## src/rtl/mem_access_pkg.sv

```systemverilog
// Shared types and constants for the data-memory access controller.
// Size encodings, controller states and default memory depth.
package mem_access_pkg;

    localparam logic [1:0] SZ_BYTE = 2'b00;
    localparam logic [1:0] SZ_HALF = 2'b01;
    localparam logic [1:0] SZ_WORD = 2'b10;

    localparam int DEPTH_WORDS_DEF = 200;

    typedef enum logic [2:0] {
        S_IDLE,
        S_RD,
        S_RMW_RD,
        S_WR,
        S_RESP
    } state_t;

endpackage

```

## src/rtl/mem_lane_align.sv

```systemverilog
// Little-endian lane extract (with sign/zero extend) and lane merge.
// Shared by the load path and the read-modify-write store path.
module mem_lane_align
    import mem_access_pkg::*;
#(
    parameter int DATA_W = 32
) (
    input  logic [DATA_W-1:0] word,
    input  logic [1:0]        lo,
    input  logic [1:0]        size,
    input  logic              sgn,
    input  logic [DATA_W-1:0] wdata,
    output logic [DATA_W-1:0] ldata,
    output logic [DATA_W-1:0] merged
);

    logic [7:0]  b;
    logic [15:0] h;

    always_comb begin
        b      = word[{lo, 3'b000} +: 8];
        h      = word[{lo[1], 4'b0000} +: 16];
        ldata  = word;
        merged = word;
        unique case (1'b1)
            size == SZ_BYTE: begin
                ldata = {{(DATA_W-8){sgn & b[7]}}, b};
                merged[{lo, 3'b000} +: 8] = wdata[7:0];
            end
            size == SZ_HALF: begin
                ldata = {{(DATA_W-16){sgn & h[15]}}, h};
                merged[{lo[1], 4'b0000} +: 16] = wdata[15:0];
            end
            default: begin
                ldata  = word;
                merged = wdata;
            end
        endcase
    end

endmodule

```

## src/rtl/mem_access_ctrl.sv

```systemverilog
// Byte-addressed load/store front end for the word-addressed data memory.
// Sub-word stores go through read-modify-write; all outputs are registered.
module mem_access_ctrl
    import mem_access_pkg::*;
#(
    parameter int DATA_W      = 32,
    parameter int DEPTH_WORDS = DEPTH_WORDS_DEF
) (
    input  logic              clk,
    input  logic              rst_n,
    input  logic              req_valid,
    output logic              req_ready,
    input  logic              req_write,
    input  logic [1:0]        req_size,
    input  logic              req_signed,
    input  logic [DATA_W-1:0] req_addr,
    input  logic [DATA_W-1:0] req_wdata,
    output logic              resp_valid,
    output logic [DATA_W-1:0] resp_rdata,
    output logic              resp_err,
    output logic              MemRead,
    output logic              MemWrite,
    output logic [DATA_W-1:0] Address,
    output logic [DATA_W-1:0] WriteData,
    input  logic [DATA_W-1:0] MemData
);

    state_t            state;
    logic [1:0]        lat_size;
    logic [1:0]        lat_lo;
    logic              lat_sgn;
    logic [DATA_W-1:0] lat_wdata;
    logic [DATA_W-1:0] ldata;
    logic [DATA_W-1:0] merged;
    logic              acc;
    logic              mis;
    logic              err_c;

    assign acc = req_valid & req_ready;

    always_comb begin
        mis = 1'b0;
        unique case (1'b1)
            req_size == SZ_BYTE: mis = 1'b0;
            req_size == SZ_HALF: mis = req_addr[0];
            req_size == SZ_WORD: mis = |req_addr[1:0];
            default:             mis = 1'b1;
        endcase
        err_c = mis | ((req_addr >> 2) >= DATA_W'(DEPTH_WORDS));
    end

    mem_lane_align #(.DATA_W(DATA_W)) u_align (
        .word   (MemData),
        .lo     (lat_lo),
        .size   (lat_size),
        .sgn    (lat_sgn),
        .wdata  (lat_wdata),
        .ldata  (ldata),
        .merged (merged)
    );

    always_ff @(posedge clk or negedge rst_n) begin
        if (!rst_n) begin
            state      <= S_IDLE;
            req_ready  <= 1'b0;
            resp_valid <= 1'b0;
            resp_rdata <= '0;
            resp_err   <= 1'b0;
            MemRead    <= 1'b0;
            MemWrite   <= 1'b0;
            Address    <= '0;
            WriteData  <= '0;
            lat_size   <= '0;
            lat_lo     <= '0;
            lat_sgn    <= 1'b0;
            lat_wdata  <= '0;
        end else begin
            MemRead    <= 1'b0;
            MemWrite   <= 1'b0;
            resp_valid <= 1'b0;
            unique case (state)
                S_IDLE: begin
                    req_ready <= 1'b1;
                    if (acc) begin
                        req_ready <= 1'b0;
                        lat_size  <= req_size;
                        lat_lo    <= req_addr[1:0];
                        lat_sgn   <= req_signed;
                        lat_wdata <= req_wdata;
                        if (err_c) begin
                            state      <= S_RESP;
                            resp_valid <= 1'b1;
                            resp_err   <= 1'b1;
                            resp_rdata <= '0;
                        end else if (!req_write) begin
                            state   <= S_RD;
                            MemRead <= 1'b1;
                            Address <= req_addr >> 2;
                        end else if (req_size == SZ_WORD) begin
                            state     <= S_WR;
                            MemWrite  <= 1'b1;
                            Address   <= req_addr >> 2;
                            WriteData <= req_wdata;
                        end else begin
                            state   <= S_RMW_RD;
                            MemRead <= 1'b1;
                            Address <= req_addr >> 2;
                        end
                    end
                end
                S_RD: begin
                    state      <= S_RESP;
                    resp_valid <= 1'b1;
                    resp_err   <= 1'b0;
                    resp_rdata <= ldata;
                end
                S_RMW_RD: begin
                    state     <= S_WR;
                    MemWrite  <= 1'b1;
                    WriteData <= merged;
                end
                S_WR: begin
                    state      <= S_RESP;
                    resp_valid <= 1'b1;
                    resp_err   <= 1'b0;
                    resp_rdata <= '0;
                end
                S_RESP: begin
                    state     <= S_IDLE;
                    resp_err  <= 1'b0;
                    req_ready <= 1'b1;
                end
                default: state <= S_IDLE;
            endcase
        end
    end

endmodule

```

## config.mk

```make
export PLATFORM = sky130hd
export DESIGN_NAME = mem_access_ctrl
export DESIGN_NICKNAME = d
export VERILOG_FILES = /design/src/rtl/mem_access_pkg.sv /design/src/rtl/mem_lane_align.sv /design/src/rtl/mem_access_ctrl.sv
export SDC_FILE = /design/constraint.sdc
export NUM_CORES = 1
export LEC_CHECK = 0
export CAP_MARGIN = 10
export CELL_PAD_IN_SITES_DETAIL_PLACEMENT = 1
export CELL_PAD_IN_SITES_GLOBAL_PLACEMENT = 1
export CORE_UTILIZATION = 38
export DETAILED_ROUTE_END_ITERATION = 12
export GPL_ROUTABILITY_DRIVEN = 1
export PLACE_DENSITY = 0.78
export SLEW_MARGIN = 20
export SYNTH_ARGS = -nofsm -noshare
export SYNTH_HDL_FRONTEND = slang
export SYNTH_HIERARCHICAL = 1
export SYNTH_SLANG_ARGS = --single-unit
```

## constraint.sdc

```tcl
create_clock -name clk -period 3.1 [get_ports clk]
set_input_delay 0.31 -clock clk [delete_from_list [all_inputs] [get_ports clk]]
set_output_delay 0.31 -clock clk [all_outputs]
set_load 0.02 [all_outputs]
```

Word level (Yosys, flattened, before mapping). Index checks and enable logic that the tools add are counted.

$add $sub $neg: 2. Order comparisons: 1. Eq/ne operators: 12. Shift operators: 6. Multiplexer cells: 36. Bitwise operators: 5. Reduce and logical (&&, ||, !) cells: 15.

Operators by type and width (number): 32-bit 2-to-1 mux (6); 32-bit case mux with 2 select lines (3); 32-bit case mux with 3 select lines (1); 32-bit bitwise mux (2); 16-bit by 7-bit variable shift with 32-bit output (first input constant) (1); 8-bit by 7-bit variable shift with 32-bit output (first input constant) (1); 16-bit by 7-bit variable part select with 32-bit output (1); 32-bit by 6-bit variable part select with 16-bit output (1); 32-bit by 6-bit variable part select with 8-bit output (1); 8-bit by 7-bit variable part select with 32-bit output (1); 30-bit by 8-bit greater-or-equal comparator with 1-bit output (second input constant) (1); 1-bit 2-to-1 mux (15); 5-bit negation with 7-bit output (2); 2-bit inequality test (second input constant) (5); 3-bit case mux with 3 select lines (1); 3-bit AND reduction (3); 1-bit case mux with 2 select lines (4); 3-bit by 2-bit equality test with 1-bit output (second input constant) (2); 3-bit 2-to-1 mux (2); 2-bit nonzero test (3); 5-bit AND reduction (1); 2-bit by 1-bit equality test with 1-bit output (second input constant) (2); 2-bit logical NOT (2); 2-bit OR reduction (2); 12 further kinds (14).

Bits in registers: 139. Input port bits: 103. Output and inout bits: 101. Word-level logic and storage cells: 90.

Logic depth before layout (Yosys ltp). Gate-level depths: netlist (run 1).

Depth in word-level cells: 6. Depth in mapped cells: 10. Depth with buffers taken out: 7.

By module. The synthesis (run 1) kept the hierarchy.

Modules (own cells, without submodules): mem_access_ctrl (times used 1, cells each 367, area each 5611.6 um^2, seq. area each 3478.3 um^2); mem_lane_align (times used 1, cells each 261, area each 1880.6 um^2, seq. area each 0.0 um^2).

Worst setup path before layout (run 1). Ideal clock, no wire load.

Path type: reg2reg. Start: reg lat_lo[1]. End: reg WriteData[10]. Setup time: 0.125 ns. Arrival: 2.368 ns. Required time: 2.975 ns. Setup slack: 0.606 ns. Cell stages (with the launch flop): 11. Buffers on the path: 3. Period minus slack after synthesis: 2.494 ns. Cell sequence: dfrtp_1 buf_4 inv_1 buf_2 ha_1 nor4_4 and4_1 buf_4 a211o_1 mux2_2 mux2_4.

Cells in the longest elaborated chain, start to end: 5. Elaborated cells on any way between the ends: 10. Classes of those cells: 2 x add/sub; 4 x shift; 4 x mux.

RTL lines: start: declaration (RTL line mem_access_ctrl.sv:30) `logic [1:0] lat_lo;`; start signal: assignment (RTL line mem_access_ctrl.sv:87) `lat_lo <= req_addr[1:0];`; 5-bit negation with 7-bit output (on tied branches) (RTL line mem_lane_align.sv:32, mem_lane_align.sv:28); 16-bit by 7-bit variable part select with 32-bit output, or another cell as far along (RTL line mem_lane_align.sv:32) `merged[{lo[1], 4'b0000} +: 16] = wdata[15:0];`; 32-bit bitwise mux (on tied branches) (RTL line mem_lane_align.sv:32, mem_lane_align.sv:28); 32-bit case mux with 2 select lines * (RTL line mem_lane_align.sv:25) `unique case (1'b1)`; via merged[10] (RTL line mem_access_ctrl.sv:34) `logic [DATA_W-1:0] merged;`; 32-bit case mux with 2 select lines * (RTL line mem_access_ctrl.sv:81) `unique case (state)`; end signal: assignment (RTL line mem_access_ctrl.sv:103) `WriteData <= req_wdata;`; end signal: assignment (RTL line mem_access_ctrl.sv:120) `WriteData <= merged;`; end: declaration (RTL line mem_access_ctrl.sv:24) `output logic [DATA_W-1:0] WriteData,`.

The timed path passes the listed nets; every way through them passes the cells marked *. A chain may end at the register's enable or synchronous reset.

Worst setup path in the final report (run 1).
Start: reg lat_lo[1]. End: reg WriteData[9].

Same word-level chain as after synthesis.

==> flow_summary_export.csv, run 1 <==
group,metric,value,unit
die,start_util,39.4,%
drt,ant_nets,0,
drt,dr.pass1.iters,6,
logic_synthesis,ys.flop_type,"dfrtp_1",
die,top_level_ports,204,
drt,routed_via_density,5.67,
timing,fin_crit,2560,ps
die,chipHeight,142,microns
timing,slew_violations,0,
timing,grt_setup_unrepaired,"no",
setup_path,worstSetupStartpoint,"lat_lo[1]$_DFFE_PN0P_",
setup_path,cp.arrival,2860,ps
clock_tree,cts-root-buf,"clkbuf_16",
placed_design,gp_congestion,0.905,
die,die-area,20300,sq um
die,die_w,142,microns
timing,tightest_slew,969,ps
clock_tree,clk_latency,420,ps
finish,final_nets,925,
placed_design,hpwl,18800,microns
logic_synthesis,async_flop_share,100,%
grt,grt_start_max_net_pins,84,
drt,routedWlPerCell,24.1,microns
drt,vias,6179,
logic_synthesis,ys_seq_elements,139,
clock_tree,post_cts_buffers,0,
logic_synthesis,syn_area,7490,sq um
timing,hold_viol,0,
setup_path,start_kind,"flop",
timing,slew-limit-headroom,34.9,%
placed_design,port_buffers,201,
die,coreArea,19000,sq um
logic_synthesis,netlist_instances,628,
setup_path,crit_path_max_fanout,13,
finish,drive_gt1_share,22.4,%
logic_synthesis,synth_largest_area_cell,"dfrtp_1",
power_and_ir_drop,p_leak,4.60,nW
logic_synthesis,synth_area_leaders,"dfrtp_1 (46%), mux2_2 (15%), a22o_1 (6.4%)",
timing,skew,9.24,ps
setup_path,worstSetupEndpointType,"flop",
power_and_ir_drop,total_power,5.75,mW
run_status,status,"finished, final reports clean",
run,cap_violations,0,
timing,setup_viol,0,
grt,grt_usage,26.9,%
setup_path,r2r-start,"lat_lo[1]$_DFFE_PN0P_",
placed_design,post-place-ws,325,ps
setup_path,worstSetupPathType,"flop to flop",
grt,grt_pass1_vias,6880,
logic_synthesis,synth_cell_types,53,
power_and_ir_drop,ir_worst_vdd,389,uV
timing,finalSetupTns,0,ps
placed_design,placed_cells,1057,
logic_synthesis,synth_common_cells,"dfrtp_1 (139), mux2_2 (97), a22o_1 (55)",
finish,utilization,54.3,%
clock_tree,cts.sink_count,139,
clock_tree,clk_pin_slew,60,ps
clock_tree,cts_resized,0,
finish,stdcell_count,1090,
worst_hold_path,hold_path.class,"input port to asynchronous set/reset pin",
drt,drc_errors,0,
die,num_rows,50,
power_and_ir_drop,power_density,557,nW/um^2
grt,grt-ovfl-total,0,
logic_synthesis,post-synth-top-count-cell,"dfrtp_1",
timing,fin_crit_sh,82.5,%
timing,setup_ws,544,ps
finish,n_antenna_cell,0,
grt,antenna_found_initial,0,
setup_path,worstPathRequired,3400,ps
logic_synthesis,ys_seq_area_share,46.4,%
logic_synthesis,synth_edf_count,0,
finish,syn2layout_area_growth,37.8,%
drt,drt_wl_total,26300,microns
clock_tree,cts_tree,"done",
clock_tree,cts.path.max_buffers,2,
clock_tree,h-tree-depth,4,
grt,grt_pass1_wl,40700,microns
clock_tree,cts_buffers,17,
timing,max_freq,0.391,GHz
logic_synthesis,synth_top_area_share,46.4,%
logic_synthesis,syn_avg_cell_area,11.9,sq um
logic_synthesis,yosys_warnings,6,
drt,dr.first_iter.drc_count,455,
-- cells by family after synthesis --
kind of cell	after synthesis	synth area share [%]
and+or+nand+nor	138	11.0
adders and majority gates	5	0.835
other	1	0.0501
DFF	139	46.4
AOI/OAI and AO/OA	141	15.1
muxes	137	22.0
buffers and inverters	67	4.51
-- registers in the layout, summed over array words and instances (netlist names) --
| name | cells |
|---|---|
| req_ready | 1 |
| lat_sgn | 1 |
| lat_size | 2 |
| MemWrite | 1 |
| WriteData | 32 |
| resp_rdata | 32 |
| Address | 30 |
| lat_wdata | 32 |
| resp_err | 1 |
| resp_valid | 1 |
| MemRead | 1 |
| state | 3 |
| lat_lo | 2 |
-- worst max-delay path, stage by stage (launching register included) --
cell	delay, ps
dfrtp_1	380
inv_1	340
ha_1	400
nor4_4	80
and4_1	330
a211o_1	370
mux2_2	290
mux2_4	260
-- per-stage QoR --
| step | instance area [sq um] | hold slack, ps |
|---|---|---|
| after floorplan | 7500 | 14.4 |
| after global placement | 9700 | 396 |
| after detailed placement | 9700 | 413 |
| after CTS | 10300 | 485 |
| after global routing | 10300 | 488 |
| final | 10300 | 479 |
-- where the power goes --
part	total (mW)	internal (mW)	switching, mW
combinational	1.49	0.687	0.803
sequential	2.09	1.93	0.163
clock	2.17	1.29	0.885
-- cell type report --
type	instances	area, sq um
multi-input cells	423	3680
clock buffers	18	429
clock inverters	14	181
flip-flops and latches	139	3480
inverters	17	63.8
repair buffers	219	2160
fillers	2007	8690
well taps	260	325
-- cell usage in the layout (no fill, tap or decap), types with 17 or more instances in the layout --
cell type        netlist  final
a21oi_1               18     18
a22o_1                55     55
clkbuf_16              0     17
clkdlybuf4s50_1        0    200
dfrtp_1              139    138
mux2_2                97     97
mux2_4                29     29
nand2_1               28     28
nand3_1               18     18
nor2b_1               27     27
o21ai_0               18     18
-- final timing paths --
path / endpoint / slack (ps) / cells past startpoint
min in group clk: Address[0]$_DFFE_PN0P_ / 500 / 2
worst max register to register: WriteData[9]$_DFFE_PN0P_ / 540 / 7
worst min-delay path: WriteData[18]$_DFFE_PN0P_ / 480 / 2
worst min register to register: lat_wdata[16]$_DFFE_PN0P_ / 510 / 1
worst max-delay path: WriteData[9]$_DFFE_PN0P_ / 540 / 7
max in group asynchronous: resp_rdata[14]$_DFFE_PN0P_ / 1840 / 3
-- per-layer routing --
| layer | global-route usage [%] | up-vias | routed length (microns) |
|---|---|---|---|
| met3 | 7.00 | 39 | 1930 |
| met4 | 10.1 | 0 | 652 |
| met2 | 43.6 | 236 | 12500 |
| li1 | - | 2728 | - |
| met5 | 0 | - | 0 |
| met1 | 34.5 | 3176 | 11200 |
-- repair_timing --
item                       CTS  global route
setup endpoints to repair    0             0
hold endpoints to repair    82             0
hold buffers                 1             0
Power figures use the tool's default switching activity.
==> run 2: changes to the inputs <==
--- a/config.mk
+++ b/config.mk
@@ -8,10 +8,10 @@
 export CAP_MARGIN = 10
 export CELL_PAD_IN_SITES_DETAIL_PLACEMENT = 1
 export CELL_PAD_IN_SITES_GLOBAL_PLACEMENT = 1
-export CORE_UTILIZATION = 38
+export CORE_UTILIZATION = 35
 export DETAILED_ROUTE_END_ITERATION = 12
 export GPL_ROUTABILITY_DRIVEN = 1
-export PLACE_DENSITY = 0.78
+export PLACE_DENSITY = 0.76
 export SLEW_MARGIN = 20
 export SYNTH_ARGS = -nofsm -noshare
 export SYNTH_HDL_FRONTEND = slang
==> constraint.sdc (replaced) <==
create_clock -name clk -period 2.1 [get_ports clk]
set_input_delay 0.21 -clock clk [delete_from_list [all_inputs] [get_ports clk]]
set_output_delay 0.21 -clock clk [all_outputs]
set_load 0.02 [all_outputs]
==> run 2 against run 1 <==
Against the previous run: the run now ends with negative setup slack left; combinational power increased by 74%; clock-buffer cell count decreased by 1; utilization decreased by 1.9 points; sequential power increased by 48%; global-route usage decreased by 2.3 points; critical path depth unchanged; power increased by 54%; clock skew increased by 5.5 ps; clock power increased by 47%; register-to-register slack got worse by 650 ps; hold slack got worse by 180 ps; highest routed layer unchanged.
==> flow_summary_export.csv, run 2 (synthesized netlist as in run 1, its figures left out) <==
group,metric,value,unit
clock_tree,clk_latency,430,ps
timing,tightest_slew,607,ps
timing,grt_setup_unrepaired,"yes",
die,die-area,22000,sq um
timing,fin_crit_sh,105,%
finish,drive_gt1_share,29.6,%
power_and_ir_drop,p_leak,4.94,nW
finish,reg_top3,"WriteData: 32 flops, lat_wdata: 32 flops, resp_rdata: 32 flops",
drt,drt_wl_total,26500,microns
finish,stdcell_count,1156,
drt,routed_via_density,5.52,
finish,syn2layout_area_growth,47.1,%
finish,final.fill_count,2150,
timing,setup_ws,-110,ps
setup_path,cp.arrival,2520,ps
placed_design,post-place-ws,-530,ps
clock_tree,cts.sink_count,139,
drt,ant_nets,0,
clock_tree,clk_pin_slew,70,ps
grt,grt_usage,24.6,%
timing,slew_violations,0,
setup_path,worstSetupEndpointType,"flop",
placed_design,gp_congestion,0.914,
setup_path,crit_path_max_fanout,8,
die,num_rows,53,
finish,utilization,52.4,%
run_status,violations,"negative setup slack",
drt,drc_errors,0,
run_status,status,"finished, violations left",
finish,final_cell_mix,"clkdlybuf4s50_1 (200), dfrtp_1 (137), mux2_2 (79)",
clock_tree,cts_tree,"done",
die,chipHeight,148,microns
setup_path,worstSetupPathType,"flop to flop",
timing,slew-limit-headroom,59.3,%
grt,grt-ovfl-total,0,
drt,dr.pass1.iters,7,
placed_design,placed_cells,1118,
drt,vias,6377,
timing,hold_viol,0,
run,cap_violations,0,
worst_hold_path,hold_path.class,"input port to asynchronous set/reset pin",
placed_design,port_buffers,201,
grt,grt_pass1_wl,40900,microns
clock_tree,cts-root-buf,"clkbuf_16",
drt,routedWlPerCell,23.0,microns
timing,setup_viol,17,
finish,n_antenna_cell,0,
timing,fin_crit,2210,ps
finish,layout_commonest_cell,"clkdlybuf4s50_1",
die,start_util,35.6,%
grt,grt_pass1_vias,6943,
timing,skew,14.8,ps
power_and_ir_drop,ir_worst_vdd,536,uV
clock_tree,h-tree-depth,4,
placed_design,hpwl,19600,microns
timing,finalSetupTns,-1070,ps
clock_tree,cts_buffers,17,
drt,dr.first_iter.drc_count,367,
timing,max_freq,0.453,GHz
grt,grt_start_max_net_pins,54,
clock_tree,cts.path.max_buffers,2,
setup_path,start_kind,"flop",
power_and_ir_drop,total_power,8.88,mW
setup_path,worstPathRequired,2410,ps
grt,antenna_found_initial,0,
die,coreArea,21000,sq um
finish,final_nets,977,
die,die_w,148,microns
die,top_level_ports,204,
power_and_ir_drop,power_density,806,nW/um^2
run 2: changes by cell type in the layout (fill, tap and decap cells not counted), moves of 2 or more:
cell	change
nor2b_1	-2
ha_4	+4
mux2_2	-18
ha_1	-4
nand3_2	+3
mux2_4	+18
buf_4	+43
nand3_1	-3
nor4_1	-2
buf_6	+4
inv_2	+2
inv_1	-3
buf_12	+5
run 2: worst paths after layout:
| kind | slack, ps | depth (start not counted) | startpoint | to |
|---|---|---|---|---|
| hold / removal | 300 | 2 | rst_n | WriteData[24]$_DFFE_PN0P_ |
| min in group clk | 390 | 2 | req_signed | lat_sgn$_DFFE_PN0P_ |
| setup / recovery | -110 | 7 | lat_lo[0]$_DFFE_PN0P_ | WriteData[7]$_DFFE_PN0P_ |
| max in group asynchronous | 1090 | 3 | rst_n | lat_lo[1]$_DFFE_PN0P_ |
| setup reg to reg | -110 | 7 | lat_lo[0]$_DFFE_PN0P_ | WriteData[7]$_DFFE_PN0P_ |
| hold reg to reg | 510 | 1 | Address[9]$_DFFE_PN0P_ | Address[9]$_DFFE_PN0P_ |
run 2: layout make-up:
type	instances	area, sq um	share of cell area (%)
clock buffers	17	425	3.86
clock inverters	14	185	1.68
inverters	17	67.6	0.613
multi-input cells	423	3890	35.3
flip-flops and latches	139	3480	31.6
well taps	275	344	3.12
repair buffers	271	2630	23.9
run 2: per-stage QoR:
step,area (sq um),hold slack (ps)
floorplan,7560,-85.6
global placement,10200,172
detailed placement,10200,185
CTS,10900,296
global route,11000,339
finish,11000,296
run 2: critical path, stage by stage (launching register included):
cell and delay, ps:
dfrtp_1 390, clkinvlp_4 170, ha_4 330, nor2b_2 40, a311o_2 390, a22o_1 230, mux2_4 280, mux2_4 260
run 2: power breakdown:
group          switching [mW]  internal [mW]
logic                    1.31           1.29
clock network            1.30           1.90
registers               0.241           2.85
total                    2.85           6.03
run 2: timing repair:
action | 4_1_cts | 5_1_grt
endpoints found under the hold margin | 49 | 0
resized for setup | 23 | 22
buffers inserted | 5 | 1
pin swaps | 5 | 9
endpoints found under the setup margin | 67 | 84
hold buffers | 1 | 0
run 2: per-layer routing:
layer | vias to the layer above | part of all wire, % | wire [microns] | track usage, %
met1 | 3272 | 44 | 11600 | 33.0
met4 | 0 | 2.1 | 555 | 8.04
met2 | 247 | 48 | 12600 | 39.4
met5 | - | 0 | 0 | 0
li1 | 2829 | - | - | -
met3 | 29 | 6.5 | 1720 | 5.43
==> run 3: changes to the inputs <==
--- a/config.mk
+++ b/config.mk
@@ -9,6 +9,7 @@
 export CELL_PAD_IN_SITES_DETAIL_PLACEMENT = 1
 export CELL_PAD_IN_SITES_GLOBAL_PLACEMENT = 1
 export CORE_UTILIZATION = 35
+export CTS_BUF_LIST = sky130_fd_sc_hd__clkbuf_8 sky130_fd_sc_hd__clkbuf_16
 export DETAILED_ROUTE_END_ITERATION = 12
 export GPL_ROUTABILITY_DRIVEN = 1
 export PLACE_DENSITY = 0.76
==> results of run 3 <==
No change in the layout: final DEF, timing and power equal those of run 2.
